`src/rtl/alu64_dispatch_stage_if.sv`:
```
// Request/result handshake bundle for the 64-bit ALU dispatch stage.
// master drives requests and accepts results; slave is the stage itself.
interface alu64_dispatch_stage_if #(
    parameter int TAG_W = 4
);
    logic             in_valid;
    logic             in_ready;
    logic [63:0]      in_a;
    logic [63:0]      in_b;
    logic [2:0]       in_oper;
    logic [TAG_W-1:0] in_tag;

    logic             out_valid;
    logic             out_ready;
    logic [63:0]      out_sum;
    logic [2:0]       out_oper;
    logic [TAG_W-1:0] out_tag;

    modport master (
        output in_valid,
        output in_a,
        output in_b,
        output in_oper,
        output in_tag,
        output out_ready,
        input  in_ready,
        input  out_valid,
        input  out_sum,
        input  out_oper,
        input  out_tag
    );

    modport slave (
        input  in_valid,
        input  in_a,
        input  in_b,
        input  in_oper,
        input  in_tag,
        input  out_ready,
        output in_ready,
        output out_valid,
        output out_sum,
        output out_oper,
        output out_tag
    );
endinterface

```
`src/rtl/alu64_dispatch_stage.sv`:
```
// Issue stage for the 64-bit combinational ALU: request FIFO + result slot.
// Define ALU_DISPATCH_FLAGS_EN to add registered out_zero/out_neg flags.
module alu64_dispatch_stage #(
    parameter int DEPTH = 4,
    parameter int TAG_W = 4
) (
    input  logic                  clk,
    input  logic                  rst_n,
    alu64_dispatch_stage_if.slave io,
    output logic [63:0]           alu_a,
    output logic [63:0]           alu_b,
    output logic [2:0]            alu_oper,
    input  logic [63:0]           alu_sum
`ifdef ALU_DISPATCH_FLAGS_EN
    ,
    output logic                  out_zero,
    output logic                  out_neg
`endif
);

    localparam int PTR_W = $clog2(DEPTH);
    localparam int CNT_W = PTR_W + 1;
    localparam logic [CNT_W-1:0] FULL = CNT_W'(DEPTH);
    localparam logic [2:0] OP_ZERO = 3'b111;

    logic [63:0]      a_q    [DEPTH];
    logic [63:0]      b_q    [DEPTH];
    logic [2:0]       oper_q [DEPTH];
    logic [TAG_W-1:0] tag_q  [DEPTH];

    logic [PTR_W-1:0] wr_ptr;
    logic [PTR_W-1:0] rd_ptr;
    logic [CNT_W-1:0] count;

    logic             out_valid_q;
    logic [63:0]      out_sum_q;
    logic [2:0]       out_oper_q;
    logic [TAG_W-1:0] out_tag_q;

    logic empty;
    logic push;
    logic issue;
    logic drop;

    assign empty = (count == '0);
    // Ready comes from the registered count only, so a pop never opens the
    // input in the same cycle.
    assign io.in_ready = (count != FULL);
    assign push = io.in_valid & io.in_ready;
    assign issue = !empty & (!out_valid_q | io.out_ready);
    assign drop = out_valid_q & io.out_ready & !issue;

    // Storage is not reset; the pointers and count define what is live.
    always_ff @(posedge clk) begin
        if (push) begin
            a_q[wr_ptr]    <= io.in_a;
            b_q[wr_ptr]    <= io.in_b;
            oper_q[wr_ptr] <= io.in_oper;
            tag_q[wr_ptr]  <= io.in_tag;
        end
    end

    always_ff @(posedge clk) begin
        if (!rst_n) begin
            wr_ptr <= '0;
            rd_ptr <= '0;
            count  <= '0;
        end else begin
            if (push) begin
                wr_ptr <= wr_ptr + PTR_W'(1);
            end
            if (issue) begin
                rd_ptr <= rd_ptr + PTR_W'(1);
            end
            case ({push, issue})
                2'b10:   count <= count + CNT_W'(1);
                2'b01:   count <= count - CNT_W'(1);
                default: count <= count;
            endcase
        end
    end

    // An empty FIFO presents a neutral zero op to the ALU.
    always_comb begin
        alu_a    = '0;
        alu_b    = '0;
        alu_oper = OP_ZERO;
        if (!empty) begin
            alu_a    = a_q[rd_ptr];
            alu_b    = b_q[rd_ptr];
            alu_oper = oper_q[rd_ptr];
        end
    end

    always_ff @(posedge clk) begin
        if (!rst_n) begin
            out_valid_q <= 1'b0;
            out_sum_q   <= '0;
            out_oper_q  <= '0;
            out_tag_q   <= '0;
        end else if (issue) begin
            out_valid_q <= 1'b1;
            out_sum_q   <= alu_sum;
            out_oper_q  <= oper_q[rd_ptr];
            out_tag_q   <= tag_q[rd_ptr];
        end else if (drop) begin
            out_valid_q <= 1'b0;
        end
    end

`ifdef ALU_DISPATCH_FLAGS_EN
    logic zero_q;
    logic neg_q;

    always_ff @(posedge clk) begin
        if (!rst_n) begin
            zero_q <= 1'b0;
            neg_q  <= 1'b0;
        end else if (issue) begin
            zero_q <= (alu_sum == 64'd0);
            neg_q  <= alu_sum[63];
        end
    end

    assign out_zero = zero_q;
    assign out_neg  = neg_q;
`endif

    assign io.out_valid = out_valid_q;
    assign io.out_sum   = out_sum_q;
    assign io.out_oper  = out_oper_q;
    assign io.out_tag   = out_tag_q;

endmodule
```
`src/flat_wrapper.sv`:
```
// flat-port wrapper written by rule: the top's interface ports become plain ports
module alu64_dispatch_stage_flat 
#(
    parameter int DEPTH = 4,
    parameter int TAG_W = 4
)
  (clk, rst_n, alu_a, alu_b, alu_oper, alu_sum, io_in_valid, io_in_a, io_in_b, io_in_oper, io_in_tag, io_out_ready, io_in_ready, io_out_valid, io_out_sum, io_out_oper, io_out_tag);
  alu64_dispatch_stage_if #(.TAG_W(TAG_W)) io_i ();
  input  logic clk;
  input  logic rst_n;
  output logic [63:0] alu_a;
  output logic [63:0] alu_b;
  output logic [2:0] alu_oper;
  input  logic [63:0] alu_sum;
  input wire logic [$bits(io_i.in_valid)-1:0] io_in_valid;
  input wire logic [$bits(io_i.in_a)-1:0] io_in_a;
  input wire logic [$bits(io_i.in_b)-1:0] io_in_b;
  input wire logic [$bits(io_i.in_oper)-1:0] io_in_oper;
  input wire logic [$bits(io_i.in_tag)-1:0] io_in_tag;
  input wire logic [$bits(io_i.out_ready)-1:0] io_out_ready;
  output wire logic [$bits(io_i.in_ready)-1:0] io_in_ready;
  output wire logic [$bits(io_i.out_valid)-1:0] io_out_valid;
  output wire logic [$bits(io_i.out_sum)-1:0] io_out_sum;
  output wire logic [$bits(io_i.out_oper)-1:0] io_out_oper;
  output wire logic [$bits(io_i.out_tag)-1:0] io_out_tag;
  assign io_i.in_valid = io_in_valid;
  assign io_i.in_a = io_in_a;
  assign io_i.in_b = io_in_b;
  assign io_i.in_oper = io_in_oper;
  assign io_i.in_tag = io_in_tag;
  assign io_i.out_ready = io_out_ready;
  assign io_in_ready = io_i.in_ready;
  assign io_out_valid = io_i.out_valid;
  assign io_out_sum = io_i.out_sum;
  assign io_out_oper = io_i.out_oper;
  assign io_out_tag = io_i.out_tag;
  alu64_dispatch_stage #(.DEPTH(DEPTH), .TAG_W(TAG_W)) u_core (.clk(clk), .rst_n(rst_n), .io(io_i), .alu_a(alu_a), .alu_b(alu_b), .alu_oper(alu_oper), .alu_sum(alu_sum));
endmodule
```
`config.mk`:
```
export PLATFORM = sky130hd
export DESIGN_NAME = alu64_dispatch_stage_flat
export DESIGN_NICKNAME = d
export VERILOG_FILES = /design/src/rtl/alu64_dispatch_stage_if.sv /design/src/rtl/alu64_dispatch_stage.sv /design/src/flat_wrapper.sv
export SDC_FILE = /design/constraint.sdc
export NUM_CORES = 1
export LEC_CHECK = 0
export ABC_CLOCK_PERIOD_IN_PS = 4880
export CAP_MARGIN = 20
export CORE_UTILIZATION = 32
export DETAILED_ROUTE_END_ITERATION = 8
export SETUP_SLACK_MARGIN = 0.5
export SYNTH_ARGS = -nofsm -noshare
export SYNTH_HDL_FRONTEND = slang
export SYNTH_SLANG_ARGS = --single-unit
```
`constraint.sdc`:
```
create_clock -name clk -period 4.88 [get_ports clk]
set_input_delay 0.976 -clock clk [delete_from_list [all_inputs] [get_ports clk]]
set_output_delay 0.976 -clock clk [all_outputs]
set_load 0.05 [all_outputs]
```
# Yosys cells after proc, flatten, opt, wreduce, memory -nomap -nowiden

Memories as Yosys holds them, arrays and structs flattened. A register that Yosys moved wholly into a read port is not among the register bits.
Index checks and enable logic that the tools add are counted.

Register bits: 75
RAM bits: 540
Input port bits: 203
Word-level logic and storage cells: 43
Memories kept: 4

Add/sub/neg operators: 4
Eq/ne operators: 3
Multiplexer cells: 14
Bitwise logic cells: 5
Reductions and logical operators: 7

Memories:

| name          | depth | width | rd ports | clocked after Yosys merged registers in | write ports | RTL line                   | RTL |
|---|---|---|---|---|---|---|---|
| u_core.a_q    | 4     | 64    | 1        | 1                                       | 1           | alu64_dispatch_stage.sv:26 | `logic [63:0] a_q [DEPTH];` |
| u_core.b_q    | 4     | 64    | 1        | 1                                       | 1           | alu64_dispatch_stage.sv:27 | `logic [63:0] b_q [DEPTH];` |
| u_core.tag_q  | 4     | 4     | 1        | 1                                       | 1           | alu64_dispatch_stage.sv:29 | `logic [TAG_W-1:0] tag_q [DEPTH];` |
| u_core.oper_q | 4     | 3     | 1        | 1                                       | 1           | alu64_dispatch_stage.sv:28 | `logic [2:0] oper_q [DEPTH];` |

Operators with widths:

| cell                | count |
|---|---|
| $mux 64             | 2 |
| $mux 2              | 6 |
| $pmux 3 s2          | 1 |
| $add 2x1->2 const B | 2 |
| $and 1x1->1         | 4 |
| $logic_not 1->1     | 4 |
| $mux 1              | 4 |
| $reduce_bool 2->1   | 2 |
| $add 3x1->3 const B | 1 |
| $logic_not 3->1     | 1 |
| $mux 3              | 1 |
| $ne 3x3->1 const B  | 1 |
| $sub 3x1->3 const B | 1 |
| $eq 2x1->1 const B  | 1 |
| $eq 2x2->1 const B  | 1 |
| $or 1x1->1          | 1 |

# Depth between registers and ports, before layout

Gate-level depths: netlist (run 1).

Depth after elaboration: 7
Mapped depth: 9

# Least setup slack after synthesis (run 1)

Ideal clock, no wire load.

Kind: register -> register
Start point: register u_core.count[0]
End point: memory u_core.a_q[0][0] (enable)
Setup time: 511 ps
Arrival time: 4386 ps
Required time: 4369 ps
Slack: -17 ps
Cell stages (with the launch flop): 4
Path buffers: 1
Period minus slack after synthesis: 4897 ps
Cell sequence: dfxtp_1 -> or3b_1 -> clkbuf_1 -> and3_1

Word-level cells in the longest chain between the ends: 4

Ends and longest elaborated chain:

| item                         | RTL line                   | RTL |
|---|---|---|
| start: declaration           | alu64_dispatch_stage.sv:33 | `logic [CNT_W-1:0] count;` |
| start signal: assignment     | alu64_dispatch_stage.sv:76 | `2'b10: count <= count + CNT_W'(1);` |
| start signal: assignment     | alu64_dispatch_stage.sv:77 | `2'b01: count <= count - CNT_W'(1);` |
| start signal: assignment     | alu64_dispatch_stage.sv:78 | `default: count <= count;` |
| $ne 3x3->1                   | alu64_dispatch_stage.sv:48 | `assign io.in_ready = (count != FULL);` |
| named net io_in_ready        | flat_wrapper.sv:21         | `output wire logic [$bits(io_i.in_ready)-1:0] io_in_ready;` |
| $and 1x1->1                  | alu64_dispatch_stage.sv:49 | `assign push = io.in_valid & io.in_ready;` |
| $mux 1                       | alu64_dispatch_stage.sv:55 | `if (push) begin` |
| $mux 1 (implied by the code) | alu64_dispatch_stage.sv:56 | `a_q[wr_ptr] <= io.in_a;` |
| end: declaration             | alu64_dispatch_stage.sv:26 |  |

The timed path passes the listed nets, and every way through them passes these cells.

# Worst setup path in the final report (run 1)

Start point: register u_core.count[0]
End point: output port alu_a[53]

Word-level cells in the longest chain between the ends: 2

Ends and longest elaborated chain:

| item             | RTL line                   | RTL |
|---|---|---|
| $logic_not 3->1  | alu64_dispatch_stage.sv:45 | `assign empty = (count == '0);` |
| $mux 64          | alu64_dispatch_stage.sv:88 | `if (!empty) begin` |
| end: declaration | flat_wrapper.sv:11         | `output logic [63:0] alu_a;` |

No other way between the ends.

==> flow_summary_export.csv, run 1 <==
group,metric,value,unit
layout,seq_area,0.0178,mm²
timing,rsz0062_at_grt,"no",
pwr,vdd_ir_drop_max,0.558,mV
drt,drc,0,
setup_path,crit_path_max_fanout,33,
synth,ys_warn_count,0,
timing,period_share,86.3,%
pwr,p_leak,9.91,nW
pwr,internal-power,12.6,mW
setup_path,max_stage_delay,0.81,ns
run,cap_violations,0,
floorplanning,die_area,0.0748,mm²
grt,grt_first_pass_wirelength,82800,µm
grt,grt_pass1_vias,13493,
cts,htreeDepth,3,
synth,synth_area_leaders,"edfxtp_1, mux4_2, dfxtp_1, and2_1, a21oi_1",
setup_path,crit_start,"u_core.count[0]",
setup_path,worstPathCellList,"or3_4 -> buf_4 -> and2_1 -> clkdlybuf4s50_1",
timing,worst_pin_slew,0.791,ns
pwr,switchingPower,7.91,mW
min_path,hp-class,"register to register",
cts,clock_sinks,621,
cts,cts_buffer_depth,3,
cts,postCtsSetupBuffers,0,
setup_path,cp.arrival,3.23,ns
run_status,status,"complete, no violations",
setup_path,critical_path_class,"register to primary output",
synth,synth_nets,1434,
drt,drt-total-wl,57000,µm
timing,skew,0.0184,ns
cts,cts_tree,"built",
timing,setup_viol,0,
synth,netlist_instances,1225,
layout,layout.nets,1856,
setup_path,timing.rr.start,"u_core.count[0]",
synth,async_flop_share,0,%
placement,gpl.final_weighted_congestion,0.808,
setup_path,critPathRequiredTime,3.90,ns
drt,ant_nets,0,
setup_path,cp-end-kind,"primary output",
synth,synth.distinct_cells,29,
cts,holdBufCountCts,0,
timing,tns,0,ns
synth,synth_most_common_cell,"edfxtp_1",
setup_path,startpoint_type,"register",
drt,wl_per_cell,21.4,µm
setup_path,crit_slowest_cell,"clkdlybuf4s50_1",
cts,clkLatencyLatePin,0.60,ns
pwr,combPwrFrac,41.8,%
grt,grt_antenna_before_repair,10,
placement,place_hpwl,33900,µm
synth,netlist_top_cells_count,"edfxtp_1, mux4_2, and2_1, dfxtp_1, a21oi_1",
setup_path,reg2regPathDepth,9,
min_path,worstHoldStart,"u_core.io.out_oper[0]",
timing,timing.slew.headroom,47.2,%
floorplanning,die_w,274,µm
timing,final_max_slew_viol_count,0,
floorplanning,initial_core_util,32.3,%
synth,ys_seq_area_share,75.6,%
pwr,total_power,20.5,mW
floorplanning,die_y,274,µm
floorplanning,coreArea,0.0730,mm²
floorplanning,fp-row-count,99,
drt,num_vias,12821,
cts,cts.clk_slew.worst_paths,0.06,ns
timing,finalHoldViolCount,0,
synth,synth_top_area_cell,"edfxtp_1",
cts,cts_root_buf,"clkbuf_16",
layout,drive_above_1_share,16.5,%
min_path,min_path_cells,2,
setup_path,reg2reg_to,"u_core.count[2]",
pwr,swShare,38.5,%
pwr,pwr-share-clk,25.3,%
cts,cts_buffers,69,
layout,area_delta_synth_final,31.6,%
grt,grt_max_degree,81,
layout,fill_cells,6466,
synth,synth_top_area_share,68.7,%
timing,max_freq,238,MHz
drt,viasPerCell,4.82,
timing,fin_crit,4.21,ns
pwr,powerDensity,661,mW/mm²
floorplanning,top_level_ports,407,
setup_path,path_buf_inv,2,
grt,grt_util_all_layers,14.7,%
synth,syn_avg_cell_area,19.3,µm²
placement,portBuffers,406,
layout,multi_input_area,0.00526,mm²
pwr,seqPwrFrac,32.9,%
synth,synth-seq-cells,621,
synth,synth_area,0.0236,mm²
drt,first_pass_iters,5,
setup_path,reg2reg_slack,1.72,ns
drt,dr.first_iter.drc_count,704,
setup_path,path_delay_family,"buffers and inverters",
synth,synth_edf_count,540,
grt,grt_overflow,0,
timing,holdWs,0.474,ns
synth,synth_top_flop_cell,"edfxtp_1",
min_path,holdPathEnd,"u_core.io.out_oper[0]",
## worst min-delay path, stage by stage, from the launching register on
cell and delay (ns):
dfxtp_1 0.32, nand2_1 0.05, o2bb2ai_1 0.06
## power by group through the flow
stage	clock, mW	sequential (mW)	combinational, mW
2_1_floorplan	0	7.45	5.25
5_1_grt	5.57	6.81	9.08
3_5_place_dp	0	6.85	8.66
3_3_place_gp	0	6.81	8.65
4_1_cts	5.36	6.74	8.69
6_report	5.18	6.75	8.59
## worst max path at each step
| stage | cells past startpoint | end | slack [ns] |
|---|---|---|---|
| after CTS | 4 | alu_a[53] | 0.52 |
| after global routing | 4 | alu_a[24] | 0.49 |
| after global placement | 4 | alu_a[53] | 1.19 |
| after detailed placement | 4 | alu_a[53] | 1.20 |
| final | 4 | alu_a[53] | 0.67 |
| after floorplan | 3 | u_core.a_q[0][0] | 1.52 |
## cell type report
type	instances	share of cell area [%]
well taps	959	3.86
repair buffers	433	14.3
diodes	2	0.0161
inverters	6	0.0725
multi-input cells	516	16.9
clock inverters	40	1.25
flip-flops and latches	621	57.5
clock buffers	83	6.13
## metal layers
layer | up-vias | GRT usage, % | wire (µm)
met5 | - | 0 | 65
met4 | 10 | 4.43 | 1050
met3 | 81 | 4.22 | 4100
met2 | 419 | 25.4 | 28600
met1 | 6598 | 17.8 | 23200
li1 | 5713 | - | -
## sequential cells by signal (all words and copies together) (netlist names), named ones only
| signal | count |
|---|---|
| u_core.wr_ptr | 2 |
| u_core.io.out_oper | 3 |
| u_core.b_q | 256 |
| u_core.io.out_sum | 64 |
| u_core.oper_q | 12 |
| u_core.io.out_valid | 1 |
| u_core.io.out_tag | 4 |
| u_core.tag_q | 16 |
| u_core.a_q | 256 |
| u_core.count | 3 |
| u_core.rd_ptr | 2 |
## timing repair
item                                    in CTS  in global routing
gates resized for setup                      0                  0
endpoints found under the setup margin       0                 35
hold endpoints to repair                     0                  0
## per-stage QoR
step / setup WS (ns) / area [µm²] / std cells / utilization, %
final: 0.670 / 31100 / 2660 / 42.6
after global routing: 0.493 / 31000 / 2659 / 42.6
after CTS: 0.516 / 31000 / 2656 / 42.5
after detailed placement: 1.20 / 28700 / 2533 / 39.4
after global placement: 1.19 / 28700 / 2532 / 39.4
after floorplan: 1.52 / 23600 / 1225 / -
## placed cells by master, fill, tap and decap left out, drive strengths merged
cell type and n:
diode 2, or2 3, and2 128, nand2 9, bufinv 5, clkinv 25, nor2 4, inv 11
buf 27, and2b 1, clkdlybuf4s50 406, mux4 135, a21oi 71, clkinvlp 5, or3 5, nand3 67
mux2i 1, a21o 2, nor3 2, o2bb2ai 7, or3b 1, clkbuf 83, fa 1, nand2b 2
and3 4, xor2 2, ha 5, edfxtp 540, o21ai 66, dfxtp 81
## cell families (layout without fill, tap and decap cells)
family                   Yosys count  count (layout)  synth area share (%)
flip-flops                       621             621                  75.6
AND/OR/NAND/NOR                  224             226                  5.49
AO/OA/AOI/OAI                    146             146                  3.23
multiplexers                     136             136                  12.9
buffers and inverters             90             562                  2.31
adder cells (fa/ha/maj)            6               6                 0.350
XOR/XNOR                           2               2                0.0743
other                              0               2                     0
Power figures use the tool's default switching activity.
==> run 2: changes to the inputs <==
CORE_UTILIZATION = 45   (was 32)
PLACE_DENSITY = 0.72   (was unset)
==> flow_summary_export.csv, run 2 (synthesis results as in run 1) <==
group,metric,value,unit
grt,grt_overflow,0,
setup_path,crit_path_max_fanout,42,
setup_path,crit_slowest_cell,"dfxtp_4",
layout,layout_common_cells,"edfxtp_1, clkdlybuf4s50_1, mux4_2",
floorplanning,die_y,231,µm
pwr,p_leak,9.87,nW
layout,final_cell_area,0.0306,mm²
setup_path,timing.rr.start,"u_core.count[0]",
timing,skew,0.0155,ns
timing,final_max_slew_viol_count,0,
setup_path,reg2regPathDepth,10,
setup_path,max_stage_delay,0.84,ns
floorplanning,top_level_ports,407,
timing,finalHoldViolCount,0,
drt,drc,0,
placement,dpl-instance-area,0.0285,mm²
grt,grt_first_pass_wirelength,78400,µm
placement,portBuffers,406,
pwr,vdd_ir_drop_max,0.527,mV
min_path,min_path_cells,2,
min_path,hp-class,"register to register",
grt,grt_util_all_layers,19.5,%
drt,wl_per_cell,22.0,µm
cts,cts_buffer_depth,3,
floorplanning,die_w,231,µm
floorplanning,initial_core_util,45.8,%
placement,gpl.final_weighted_congestion,0.811,
timing,fin_crit,4.09,ns
setup_path,reg2reg_to,"u_core.count[2]",
run_status,status,"complete, no violations",
setup_path,critPathRequiredTime,3.90,ns
layout,drive_above_1_share,16.6,%
setup_path,path_buf_inv,2,
pwr,powerDensity,653,mW/mm²
grt,grt_max_degree,77,
cts,cts_root_buf,"clkbuf_16",
drt,drt-total-wl,52400,µm
cts,clock_sinks,621,
cts,clkLatencyLatePin,0.62,ns
floorplanning,fp-row-count,83,
layout,final_common_cell,"edfxtp_1",
pwr,total_power,20.0,mW
floorplanning,die_area,0.0533,mm²
drt,first_pass_iters,5,
setup_path,cp.arrival,3.11,ns
cts,cts.clk_slew.worst_paths,0.06,ns
drt,num_vias,12807,
cts,ctsResizeCount,0,
run,cap_violations,0,
placement,place_hpwl,33000,µm
floorplanning,coreArea,0.0515,mm²
cts,cts_tree,"built",
timing,setup_viol,0,
min_path,worstHoldStart,"u_core.io.out_tag[2]",
cts,htreeDepth,2,
drt,dr.first_iter.drc_count,727,
setup_path,reg2reg_slack,2.31,ns
timing,worst_pin_slew,0.807,ns
timing,period_share,83.7,%
setup_path,startpoint_type,"register",
placement,dp_slack,1.19,ns
timing,max_freq,245,MHz
setup_path,path_delay_family,"buffers and inverters",
timing,rsz0062_at_grt,"no",
min_path,holdPathEnd,"u_core.io.out_tag[2]",
grt,grt_pass1_vias,13328,
cts,cts_buffers,61,
timing,timing.slew.headroom,46.2,%
timing,layout_setup_ws,0.795,ns
grt,grt_antenna_before_repair,4,
drt,viasPerCell,5.37,
setup_path,cp-end-kind,"primary output",
layout,area_delta_synth_final,29.6,%
layout,layout.nets,1857,
drt,ant_nets,0,
timing,tns,0,ns
setup_path,critical_path_class,"register to primary output",
setup_path,worstPathCellList,"buf_4 -> mux4_2 -> and2_1 -> clkdlybuf4s50_1",
## run 2: tightest hold or removal path, cell delays in order (launching register included)
cell	delay [ns]
dfxtp_1	0.31
nand2_1	0.05
o2bb2ai_1	0.06
## run 2: metrics by stage
stage | utilization [%] | hold slack, ns | std cells
floorplan | - | 0.485 | 1225
global placement | 55.3 | 0.454 | 2263
detailed placement | 55.4 | 0.456 | 2264
CTS | 59.3 | 0.464 | 2380
global route | 59.4 | 0.490 | 2384
finish | 59.4 | 0.460 | 2384
## run 2: layout make-up
| cell class | count | area (µm²) |
|---|---|---|
| Clock inverter | 25 | 180 |
| Antenna cell | 3 | 7.51 |
| Fill cell | 3828 | 20900 |
| Timing Repair Buffer | 444 | 4570 |
| Tap cell | 680 | 851 |
| Sequential cell | 621 | 17800 |
| Multi-Input combinational cell | 514 | 5240 |
| Clock buffer | 91 | 1860 |
| Inverter | 6 | 22.5 |
## run 2: power breakdown
| part | total (mW) | switching (mW) | leakage [nW] | internal (mW) |
|---|---|---|---|---|
| logic | 8.57 | 5.41 | 3.24 | 3.16 |
| clock network | 4.63 | 1.90 | 1.01 | 2.72 |
| registers | 6.77 | 0.312 | 5.62 | 6.46 |
## run 2: worst max-delay path by stage
stage / from / end / slack [ns] / cells after the start
floorplan: u_core.count[0] / u_core.a_q[0][0] / 1.52 / 3
global placement: register / alu_a[37] / 1.20 / 4
detailed placement: register / alu_a[37] / 1.19 / 4
CTS: register / alu_a[37] / 0.51 / 4
global route: register / alu_b[11] / 0.68 / 4
finish: register / alu_b[6] / 0.79 / 4
## run 2: what timing repair did
action,4_1_cts,5_1_grt
setup endpoints to repair,0,20
hold endpoints to repair,0,0
buffers inserted,0,1
hold buffers,0,0
## run 2: routing by layer
metal / up-vias / global-route usage [%] / share of wire [%]
met4: 0 / 6.75 / 2.5
met1: 6565 / 25.2 / 41
met5: - / 0 / 0
met2: 443 / 32.7 / 50
li1: 5717 / - / -
met3: 82 / 4.15 / 6.5
==> run 3: changes to the inputs <==
ABC_CLOCK_PERIOD_IN_PS = 4200   (was 4880)
PLACE_DENSITY = 0.7   (was 0.72)
clock period = 4.2 ns   (was 4.88 ns; I/O delays follow)
==> flow_summary_export.csv, run 3 (synthesis results as in run 1) <==
group,metric,value,unit
grt,grt_max_degree,80,
placement,portBuffers,406,
setup_path,startpoint_type,"register",
timing,max_freq,280,MHz
grt,grt_overflow,0,
run_status,status,"complete, no violations",
layout,multi_input_area,0.00526,mm²
drt,dr.first_iter.drc_count,694,
placement,dp_slack,0.900,ns
placement,dp_cells,2253,
cts,cts_root_buf,"clkbuf_16",
pwr,seqPwrFrac,34.3,%
layout,final_common_cell,"edfxtp_1",
drt,num_vias,12783,
cts,clock_sinks,621,
timing,timing.slew.headroom,49.3,%
placement,dpl-instance-area,0.0284,mm²
pwr,swShare,39.3,%
grt,grt_antenna_before_repair,11,
pwr,powerDensity,748,mW/mm²
cts,cts_buffer_depth,3,
cts,cts_tree,"built",
cts,clkLatencyLatePin,0.62,ns
setup_path,reg2regPathDepth,8,
cts,cts.clk_slew.worst_paths,0.06,ns
layout,layout.nets,1855,
timing,worst_pin_slew,0.761,ns
timing,skew,0.0168,ns
pwr,p_leak,10.5,nW
drt,first_pass_iters,5,
placement,place_hpwl,31500,µm
timing,tns,0,ns
floorplanning,die_area,0.0533,mm²
floorplanning,coreArea,0.0515,mm²
layout,fill_cells,3877,
floorplanning,fp-row-count,83,
floorplanning,die_w,231,µm
placement,gpl.final_weighted_congestion,0.817,
setup_path,cp.arrival,2.73,ns
timing,finalHoldViolCount,0,
layout,layout_common_cells,"edfxtp_1, clkdlybuf4s50_1, mux4_2",
min_path,hp-class,"register to register",
cts,htreeDepth,2,
run,cap_violations,0,
setup_path,critical_path_class,"register to primary output",
timing,rsz0062_at_grt,"no",
setup_path,cp-end-kind,"primary output",
layout,drive_above_1_share,15.8,%
drt,drc,0,
drt,viasPerCell,5.37,
layout,area_delta_synth_final,29.0,%
pwr,vdd_ir_drop_max,0.431,mV
pwr,internal-power,13.8,mW
pwr,combPwrFrac,42.8,%
setup_path,critPathRequiredTime,3.36,ns
grt,grt_util_all_layers,19.8,%
pwr,pwr-share-clk,22.9,%
drt,ant_nets,0,
floorplanning,top_level_ports,407,
cts,cts_buffers,61,
grt,grt_pass1_vias,13165,
grt,grt_first_pass_wirelength,79400,µm
timing,setup_viol,0,
timing,fin_crit,3.57,ns
timing,period_share,85.1,%
layout,stdcell_count,2382,
layout,seq_area,0.0178,mm²
min_path,min_path_cells,2,
floorplanning,die_y,231,µm
layout,final_cell_area,0.0304,mm²
timing,holdWs,0.471,ns
setup_path,crit_path_max_fanout,13,
drt,drt-total-wl,53100,µm
floorplanning,initial_core_util,45.8,%
drt,wl_per_cell,22.3,µm
timing,layout_setup_ws,0.626,ns
timing,final_max_slew_viol_count,0,
pwr,switchingPower,8.94,mW
run 3: stage by stage:
| step | util [%] | total power, mW |
|---|---|---|
| 2_1_floorplan | - | 14.8 |
| 3_3_place_gp | 55.2 | 17.9 |
| 3_5_place_dp | 55.2 | 18.0 |
| 4_1_cts | 58.8 | 23.0 |
| 5_1_grt | 59.1 | 23.7 |
| 6_report | 59.1 | 22.8 |
run 3: what timing repair did:
| action | 4_1_cts | 5_1_grt |
|---|---|---|
| endpoints found under the setup margin | 110 | 41 |
| setup buffers | 0 | 7 |
| hold endpoints to repair | 0 | 0 |
| gates resized for setup | 98 | 32 |
| hold buffers | 0 | 0 |
| cloned | 3 | 0 |
| pin swaps | 1 | 0 |
run 3: area by class of cell:
class	instances	area share (%)
antenna	5	0.0411
clock buffer	78	5.36
tap	680	2.80
timing repair buffer	440	14.9
clock inverter	36	0.941
inverter	6	0.0740
multi-input combinational	516	17.3
sequential	621	58.6
run 3: final timing paths:
| check | slack, ns | to | from |
|---|---|---|---|
| worst max-delay path | 0.63 | alu_a[3] | u_core.count[2] |
| worst min-delay path | 0.47 | u_core.io.out_oper[1] | u_core.io.out_oper[1] |
| worst max register to register | 1.70 | u_core.count[2] | u_core.count[2] |
| worst min register to register | 0.47 | u_core.io.out_oper[1] | u_core.io.out_oper[1] |
run 3: power groups by stage:
stage	registers, mW	clock network, mW	logic, mW
3_5_place_dp	7.93	0	10.1
5_1_grt	7.86	5.57	10.3
4_1_cts	7.82	5.33	9.84
2_1_floorplan	8.65	0	6.10
6_report	7.80	5.21	9.75
3_3_place_gp	7.88	0	10.1
run 3: critical path, cell delays in order, from the launching register on:
cell and delay [ns]:
dfxtp_1 0.41, or3_2 0.76, and2_1 0.24, clkdlybuf4s50_1 0.71
run 3: metal layers:
| layer | GRT usage [%] | up-vias | wire length (µm) |
|---|---|---|---|
| li1 | - | 5729 | - |
| met1 | 24.9 | 6519 | 20900 |
| met2 | 32.8 | 436 | 26500 |
| met3 | 6.16 | 87 | 4340 |
| met4 | 6.11 | 12 | 1230 |
| met5 | 0 | - | 80 |
